### src/rtl/out_rr_scheduler_if.sv
// Merged output bus of out_rr_scheduler: one word plus source id, valid/ready handshake.
interface out_rr_scheduler_if #(
  parameter int unsigned DATA_W = 8
);
  logic [DATA_W-1:0] m_data;
  logic [1:0]        m_id;
  logic              m_valid;
  logic              m_ready;

  modport master (output m_data, output m_id, output m_valid, input m_ready);
  modport slave  (input m_data, input m_id, input m_valid, output m_ready);
endinterface

### src/rtl/out_rr_scheduler.sv
// Four-channel round-robin merger: per-channel FIFOs, rotating-priority grant,
// registered output stage with valid/ready, sticky per-channel overflow flags.
module out_rr_scheduler #(
  parameter int unsigned DATA_W = 8,
  parameter int unsigned DEPTH  = 4
) (
  input  logic                 clk_in,
  input  logic                 reset_in,
  input  logic [DATA_W-1:0]    in_0,
  input  logic [DATA_W-1:0]    in_1,
  input  logic [DATA_W-1:0]    in_2,
  input  logic [DATA_W-1:0]    in_3,
  input  logic                 in_valid_0,
  input  logic                 in_valid_1,
  input  logic                 in_valid_2,
  input  logic                 in_valid_3,
  output logic [3:0]           overflow_out,
  out_rr_scheduler_if.master   m
);

  localparam int unsigned NCH   = 4;
  localparam int unsigned AW    = $clog2(DEPTH);
  localparam int unsigned PTR_W = AW + 1;

  typedef enum logic {IDLE, SEND} state_t;

  state_t              state;
  logic [DATA_W-1:0]   in_data [NCH];
  logic [NCH-1:0]      in_valid;
  logic [DATA_W-1:0]   mem [NCH][DEPTH];
  logic [PTR_W-1:0]    wr_ptr [NCH];
  logic [PTR_W-1:0]    rd_ptr [NCH];
  logic [NCH-1:0]      empty_c;
  logic [NCH-1:0]      full_c;
  logic [NCH-1:0]      pop_c;
  logic [NCH-1:0]      push_c;
  logic [1:0]          last_grant;
  logic [1:0]          gnt_idx_c;
  logic                gnt_c;
  logic                free_c;
  logic [DATA_W-1:0]   data_q;
  logic [1:0]          id_q;

  assign in_data[0] = in_0;
  assign in_data[1] = in_1;
  assign in_data[2] = in_2;
  assign in_data[3] = in_3;
  assign in_valid   = {in_valid_3, in_valid_2, in_valid_1, in_valid_0};

  // Wrap bit differs with equal index bits => full.
  always_comb begin
    empty_c = '0;
    full_c  = '0;
    for (int n = 0; n < NCH; n++) begin
      empty_c[n] = (wr_ptr[n] == rd_ptr[n]);
      full_c[n]  = (wr_ptr[n][AW] != rd_ptr[n][AW]) &&
                   (wr_ptr[n][AW-1:0] == rd_ptr[n][AW-1:0]);
    end
  end

  // Rotating-priority search starting one past the last granted channel.
  always_comb begin
    logic [1:0] cand;
    cand      = '0;
    gnt_c     = 1'b0;
    gnt_idx_c = last_grant;
    pop_c     = '0;
    free_c    = (state == IDLE) || m.m_ready;
    for (int k = 1; k <= NCH; k++) begin
      cand = last_grant + 2'(k);
      if (!gnt_c && !empty_c[cand]) begin
        gnt_c     = 1'b1;
        gnt_idx_c = cand;
      end
    end
    if (free_c && gnt_c) pop_c[gnt_idx_c] = 1'b1;
    push_c = in_valid & (~full_c | pop_c);
  end

  always_ff @(posedge clk_in or negedge reset_in) begin
    if (!reset_in) begin
      for (int n = 0; n < NCH; n++) begin
        wr_ptr[n] <= '0;
        rd_ptr[n] <= '0;
      end
    end else begin
      for (int n = 0; n < NCH; n++) begin
        if (push_c[n]) wr_ptr[n] <= wr_ptr[n] + PTR_W'(1);
        if (pop_c[n])  rd_ptr[n] <= rd_ptr[n] + PTR_W'(1);
      end
    end
  end

  // Storage needs no reset; pointers define what is valid.
  always_ff @(posedge clk_in) begin
    for (int n = 0; n < NCH; n++) begin
      if (push_c[n]) mem[n][wr_ptr[n][AW-1:0]] <= in_data[n];
    end
  end

  always_ff @(posedge clk_in or negedge reset_in) begin
    if (!reset_in) overflow_out <= '0;
    else           overflow_out <= overflow_out | (in_valid & ~push_c);
  end

  // Output stage FSM: IDLE = nothing presented, SEND = word presented.
  always_ff @(posedge clk_in or negedge reset_in) begin
    if (!reset_in) begin
      state      <= IDLE;
      last_grant <= 2'd3;
      data_q     <= '0;
      id_q       <= '0;
    end else begin
      if (free_c && gnt_c) begin
        data_q     <= mem[gnt_idx_c][rd_ptr[gnt_idx_c][AW-1:0]];
        id_q       <= gnt_idx_c;
        last_grant <= gnt_idx_c;
      end
      case (state)
        IDLE:    if (gnt_c) state <= SEND;
        SEND:    if (m.m_ready && !gnt_c) state <= IDLE;
        default: state <= IDLE;
      endcase
    end
  end

  assign m.m_data  = data_q;
  assign m.m_id    = id_q;
  assign m.m_valid = (state == SEND);

endmodule

### src/flat_wrapper.sv
// flat-port wrapper written by rule: the top's interface ports become plain ports
module out_rr_scheduler_flat 
#(
  parameter int unsigned DATA_W = 8,
  parameter int unsigned DEPTH  = 4
)
  (clk_in, reset_in, in_0, in_1, in_2, in_3, in_valid_0, in_valid_1, in_valid_2, in_valid_3, overflow_out, m_m_data, m_m_id, m_m_valid, m_m_ready);
  out_rr_scheduler_if #(.DATA_W(DATA_W)) m_i ();
  input  logic clk_in;
  input  logic reset_in;
  input  logic [DATA_W-1:0] in_0;
  input  logic [DATA_W-1:0] in_1;
  input  logic [DATA_W-1:0] in_2;
  input  logic [DATA_W-1:0] in_3;
  input  logic in_valid_0;
  input  logic in_valid_1;
  input  logic in_valid_2;
  input  logic in_valid_3;
  output logic [3:0] overflow_out;
  output wire logic [$bits(m_i.m_data)-1:0] m_m_data;
  output wire logic [$bits(m_i.m_id)-1:0] m_m_id;
  output wire logic [$bits(m_i.m_valid)-1:0] m_m_valid;
  input wire logic [$bits(m_i.m_ready)-1:0] m_m_ready;
  assign m_m_data = m_i.m_data;
  assign m_m_id = m_i.m_id;
  assign m_m_valid = m_i.m_valid;
  assign m_i.m_ready = m_m_ready;
  out_rr_scheduler #(.DATA_W(DATA_W), .DEPTH(DEPTH)) u_core (.clk_in(clk_in), .reset_in(reset_in), .in_0(in_0), .in_1(in_1), .in_2(in_2), .in_3(in_3), .in_valid_0(in_valid_0), .in_valid_1(in_valid_1), .in_valid_2(in_valid_2), .in_valid_3(in_valid_3), .overflow_out(overflow_out), .m(m_i));
endmodule
### config.mk
export PLATFORM = sky130hd
export DESIGN_NAME = out_rr_scheduler_flat
export DESIGN_NICKNAME = d
export VERILOG_FILES = /design/src/rtl/out_rr_scheduler_if.sv /design/src/rtl/out_rr_scheduler.sv /design/src/flat_wrapper.sv
export SDC_FILE = /design/constraint.sdc
export NUM_CORES = 1
export LEC_CHECK = 0
export ABC_AREA = 1
export BUFFER_PORTS_ARGS = -buffer_cell sky130_fd_sc_hd__buf_2
export CAP_MARGIN = 20
export CORE_MARGIN = 2
export CORE_UTILIZATION = 40
export CTS_CLUSTER_DIAMETER = 60
export DETAILED_ROUTE_END_ITERATION = 8
export PLACE_DENSITY = 0.64
export SLEW_MARGIN = 20
export SYNTH_ARGS = -nofsm -noshare
export SYNTH_HDL_FRONTEND = slang
export SYNTH_SLANG_ARGS = --single-unit
### constraint.sdc
create_clock -name clk_in -period 5.3 [get_ports clk_in]
set_input_delay 0 -clock clk_in [delete_from_list [all_inputs] [get_ports clk_in]]
set_output_delay 0 -clock clk_in [all_outputs]
set_load 0.01 [all_outputs]
## Word level (Yosys, flattened, before mapping)

Memory sizes are Yosys's and may differ from the RTL's.
Index checks and enable logic that the tools add are counted.

| word-level totals | value |
|---|---|
| logic and storage cells | 131 |
| flip-flop bits (word level) | 41 |
| input port bits | 39 |
| memories | 1 |
| RAM bits | 128 |
| output and inout bits | 15 |

| operators by class | value |
|---|---|
| add/subtract/negate cells | 11 |
| bitwise gates (word level) | 13 |
| order comparisons | 16 |
| mux-type cells | 44 |
| equality and inequality tests | 12 |
| reduce and logical (&&, ||, !) cells | 21 |

Memories:

| memory | depth | width | rd ports | clocked after Yosys merged registers in | write ports | RTL line | text |
|---|---|---|---|---|---|---|---|
| u_core.mem | 4 | 32 | 1 | 0 | 4 | out_rr_scheduler.sv:30 | `logic [DATA_W-1:0] mem [NCH][DEPTH];` |

Operators with widths:

| operator | number |
|---|---|
| $mux W32 | 4 |
| $demux W8 S2 | 4 |
| $mux W8 | 6 |
| $add A3 B1 Y3 const B | 8 |
| $ge A3 B3 Y1 const B | 6 |
| $not A2 Y3 | 6 |
| $bmux W8 S2 | 1 |
| $lt A2 B3 Y1 const B | 5 |
| $mux W1 | 15 |
| $logic_and A1 B1 Y1 | 14 |
| $eq A3 B3 Y1 | 4 |
| $lt A3 B1 Y1 const B | 4 |
| $mux W2 | 6 |
| $and A4 B4 Y4 | 2 |
| $bmux W1 S2 | 4 |
| $eq A2 B2 Y1 | 4 |
| $not A4 Y4 | 2 |
| $or A4 B4 Y4 | 2 |
| $bmux W3 S2 | 1 |
| $logic_not A1 Y1 | 6 |
| $add A2 B2 Y2 const B | 2 |
| $mux W4 | 1 |
| $ne A1 B1 Y1 | 4 |
| $add A2 B1 Y2 const B | 1 |
| 5 further kinds | 5 |

## Longest topological paths before layout

| logic depth | value |
|---|---|
| word-level depth | 22 |
| gate-level depth with buffers | 22 |
| mapped depth without buffers | 21 |

## Worst setup path before layout

No wires, ideal clock.

| timing path | value |
|---|---|
| path kind | flip-flop to flip-flop |
| start | register u_core.last_grant[0] |
| end | memory u_core.mem[3][10] (netlist name) (enable) |
| setup time | 0.371 ns |
| cell stages (with the launch flop) | 15 |
| period minus slack after synthesis | 2.622 ns |
| path slack | 2.678 ns |
| required time | 4.929 ns |
| data arrival time | 2.251 ns |
| buffers on the path | 1 |
| path through | dfstp_2 > buf_6 > xnor2_2 > inv_2 > nand3_1 > nand2_2 > nor2_4 > nand2_2 > nand2_1 > nand2_2 > nor2_4 > nand2_2 > nand4_1 > nand2_2 > nor2_1 |

RTL lines:

| element | RTL line | text |
|---|---|---|
| start: declaration | out_rr_scheduler.sv:37 | `logic [1:0] last_grant;` |
| start signal: assignment | out_rr_scheduler.sv:117 | `last_grant <= gnt_idx_c;` |
| end: declaration | out_rr_scheduler.sv:30 |  |

==> impl_metrics.env <==
export IMPL_status="finished clean"
export IMPL_grt_start_max_net_pins=64
export IMPL_critPathTopFamily="simple AND/OR/NAND/NOR gates"
export IMPL_crit_type="flip-flop to flip-flop"
export IMPL_path_buf_inv=1
export IMPL_dieWidth_um=147
export IMPL_cts_made_buffers=17
export IMPL_worst_setup_path_end_kind="flip-flop"
export IMPL_finalHoldViolations=0
export IMPL_final_setup_tns_ps=0
export IMPL_cts_root_to_sink_buffers=2
export IMPL_timing_hold_worst_class="input port to async pin"
export IMPL_final_min_clock_period_ps=3810
export IMPL_n_fill_cell=1909
export IMPL_tritoncts="built"
export IMPL_slew_limit_headroom=0.373
export IMPL_clkLatencyLatePin_ps=430
export IMPL_path_common_cell="nand2_1"
export IMPL_ys_top_cells_by_area="edfxtp_1, nand2_1, dfrtp_1"
export IMPL_max_cap_violations=0
export IMPL_dpl_hpwl_um=14500
export IMPL_synthesis_area_per_instance_sq_um=9.52
export IMPL_fin_hold_ws_ps=239
export IMPL_route_final_wire_length_um=20300
export IMPL_die_area_sq_um=21700
export IMPL_cts_root_buffer_cell="clkbuf_16"
export IMPL_routed_via_count=6016
export IMPL_via_count_of_the_first_global_routing_pass=5826
export IMPL_crit_arrival_ps=3870
export IMPL_yosysWarnings=0
export IMPL_final_antenna_net_count=0
export IMPL_post_synth_most_frequent_cells="nand2_1, edfxtp_1, nand3_1"
export IMPL_register_area_sq_um=4870
export IMPL_synthDominantAreaCellType="edfxtp_1"
export IMPL_setup_viol=0
export IMPL_synth_net_count=923
export IMPL_avgRoutedWirePerCell_um=16.5
export IMPL_congestion_overflow_gr=0
export IMPL_ys_ff_latch=169
export IMPL_layout_drive_gt1_share=0.140
export IMPL_critical_path_peak_fanout=35
export IMPL_clock_sink_count=169
export IMPL_multiInputGateArea_sq_um=2830
export IMPL_fp_dieH_um=147
export IMPL_globalRouteTotalUtil=0.194
export IMPL_drt_pass1_iterations=6
export IMPL_cp_data_required_time_ps=5360
export IMPL_unrepaired_setup_endpoints_after_global_routing="false"
export IMPL_synth_async_reset_ratio=0.243
export IMPL_total_core_area_sq_um=20200
export IMPL_timing_critical_path_slowest_stage_cell="nor2_1"
export IMPL_synth_edf_count=128
export IMPL_port_buffers=53
export IMPL_slew_violations=0
export IMPL_htreeDepth=4
export IMPL_yosys_area_top_type_share=0.467
export IMPL_antenna_diode_count=0
export IMPL_ios=54
export IMPL_syn2layout_area_growth_pct=16.6
export IMPL_drc=0
export IMPL_worst_clk_skew_ps=8.45
export IMPL_crit_path_cell_trace="inv_1 -> nand2_1 -> nand2_1 -> nand4_1 -> nand3_1 -> nand2_1 -> nor2_4 -> nand3_2 -> nand2_4 -> nand2_1 -> nand2_1 -> nand2_2 -> nor2_1"
export IMPL_post_synth_inst_count=864
export IMPL_synth_cell_area_sq_um=8230
export IMPL_grt_first_pass_wirelength_um=31600
export IMPL_dr_first_iter_drc_count=547
export IMPL_globalplace_congestion=0.907
export IMPL_ys_dominant_reg_cell="edfxtp_1"
export IMPL_distinct_cells_synth=32
export IMPL_ctsResizeCount=0
export IMPL_timing_critical_path_from_type="flip-flop"
export IMPL_clk_transition_reported_paths_ps=60
export IMPL_yosys_cell_count_top_type="nand2_1"
export IMPL_grt_antenna_before_repair=0
export IMPL_period_share=0.720
export IMPL_critical_path_max_stage_delay_ps=610
export IMPL_avgViaCountPerCell=4.90
export IMPL_portion_of_the_post_synthesis_area_used_by_sequential_elements=0.592
export IMPL_dpl_worst_slack_ps=1530
export IMPL_initial_core_util=0.407
export IMPL_tightest_slew_ps=940
export IMPL_fp_row_count=52
export IMPL_r2r_setup_slk_ps=1490
export IMPL_nNetsFinal=1003
export IMPL_timing_fmax_mhz=262
export IMPL_worst_slack_ps=1490
[repair_timing]
action / 4_1_cts / 5_1_grt
buffers inserted: 0 / 0
hold buffers: 38 / 0
endpoints found under the hold margin: 181 / 0
[registers in the layout, indices dropped and copies added, names as in the netlist]
name	flops
u_core.rd_ptr	12
u_core.mem	128
u_core.m.m_valid	1
u_core.wr_ptr	12
u_core.m.m_id	2
u_core.last_grant	2
u_core.m.m_data	8
u_core.overflow_out	4
[per-stage QoR]
| stage | instance area [sq um] | std cells | util |
|---|---|---|---|
| 2_1_floorplan | 8230 | 864 | - |
| 3_3_place_gp | 8640 | 1157 | 0.427 |
| 3_5_place_dp | 8640 | 1157 | 0.427 |
| 4_1_cts | 9590 | 1227 | 0.474 |
| 5_1_grt | 9590 | 1227 | 0.474 |
| 6_report | 9590 | 1227 | 0.474 |
[logic make-up (layout without fill, tap and decap cells)]
kind of cell / count (synthesis) / in the layout / synth area share
AOI/OAI and AO/OA: 28 / 28 / 0.0204
xor gates and xnor gates: 15 / 15 / 0.0178
adders and majority gates: 20 / 20 / 0.0304
buffers and inverters: 113 / 206 / 0.0634
DFF: 169 / 169 / 0.592
and+or+nand+nor: 519 / 519 / 0.276
[worst reg2reg max path: cells and delay by family (launching register included)]
kind          cells  cell delay, ps
buf+inv           1             140
flops             1             400
simple gates     12            2930
[final cells by class]
cell class,instances,share of cell area
Inverter,79,0.0309
Timing Repair Buffer,95,0.0704
Multi-Input combinational cell,582,0.295
Tap cell,270,0.0352
Clock inverter,14,0.0154
Clock buffer,18,0.0447
Sequential cell,169,0.508
[metal layers]
layer | track usage | share of wire | vias up
met1 | 0.264 | 0.45 | 2852
met4 | 0.0500 | 0.013 | 0
met5 | 0 | 0 | -
met2 | 0.321 | 0.49 | 152
met3 | 0.0364 | 0.046 | 22
li1 | - | - | 2990
[path summary, 6_finish.rpt]
check / start / endpoint / depth (start not counted)
worst max-delay path: u_core.rd_ptr[6]$_DFFE_PN0P_ / u_core.mem[2][23]$_DFFE_PP_ / 13
worst min-delay path: reset_in / u_core.overflow_out[0]$_DFF_PN0_ / 2
worst max register to register: u_core.rd_ptr[6]$_DFFE_PN0P_ / u_core.mem[2][23]$_DFFE_PP_ / 13
worst min register to register: u_core.overflow_out[1]$_DFF_PN0_ / u_core.overflow_out[1]$_DFF_PN0_ / 1
max in group asynchronous: reset_in / u_core.rd_ptr[3]$_DFFE_PN0P_ / 2
min in group clk_in: in_1[7] / u_core.mem[1][15]$_DFFE_PP_ / 2
[layout by cell type, fill, tap and decap left out, types with 20 or more instances in the layout]
| cell | Yosys | routed |
|---|---|---|
| nand2_1 | 327 | 327 |
| nand3_1 | 118 | 118 |
| edfxtp_1 | 128 | 128 |
| nor2_1 | 27 | 27 |
| dlygate4sd3_1 | 0 | 38 |
| inv_1 | 69 | 69 |
| ha_1 | 20 | 20 |
| dfrtp_1 | 39 | 39 |
| buf_2 | 15 | 53 |
Power is left out: the tool's default activity adds up to more than one toggle a clock period on the data nets, which glitch-free logic cannot reach.
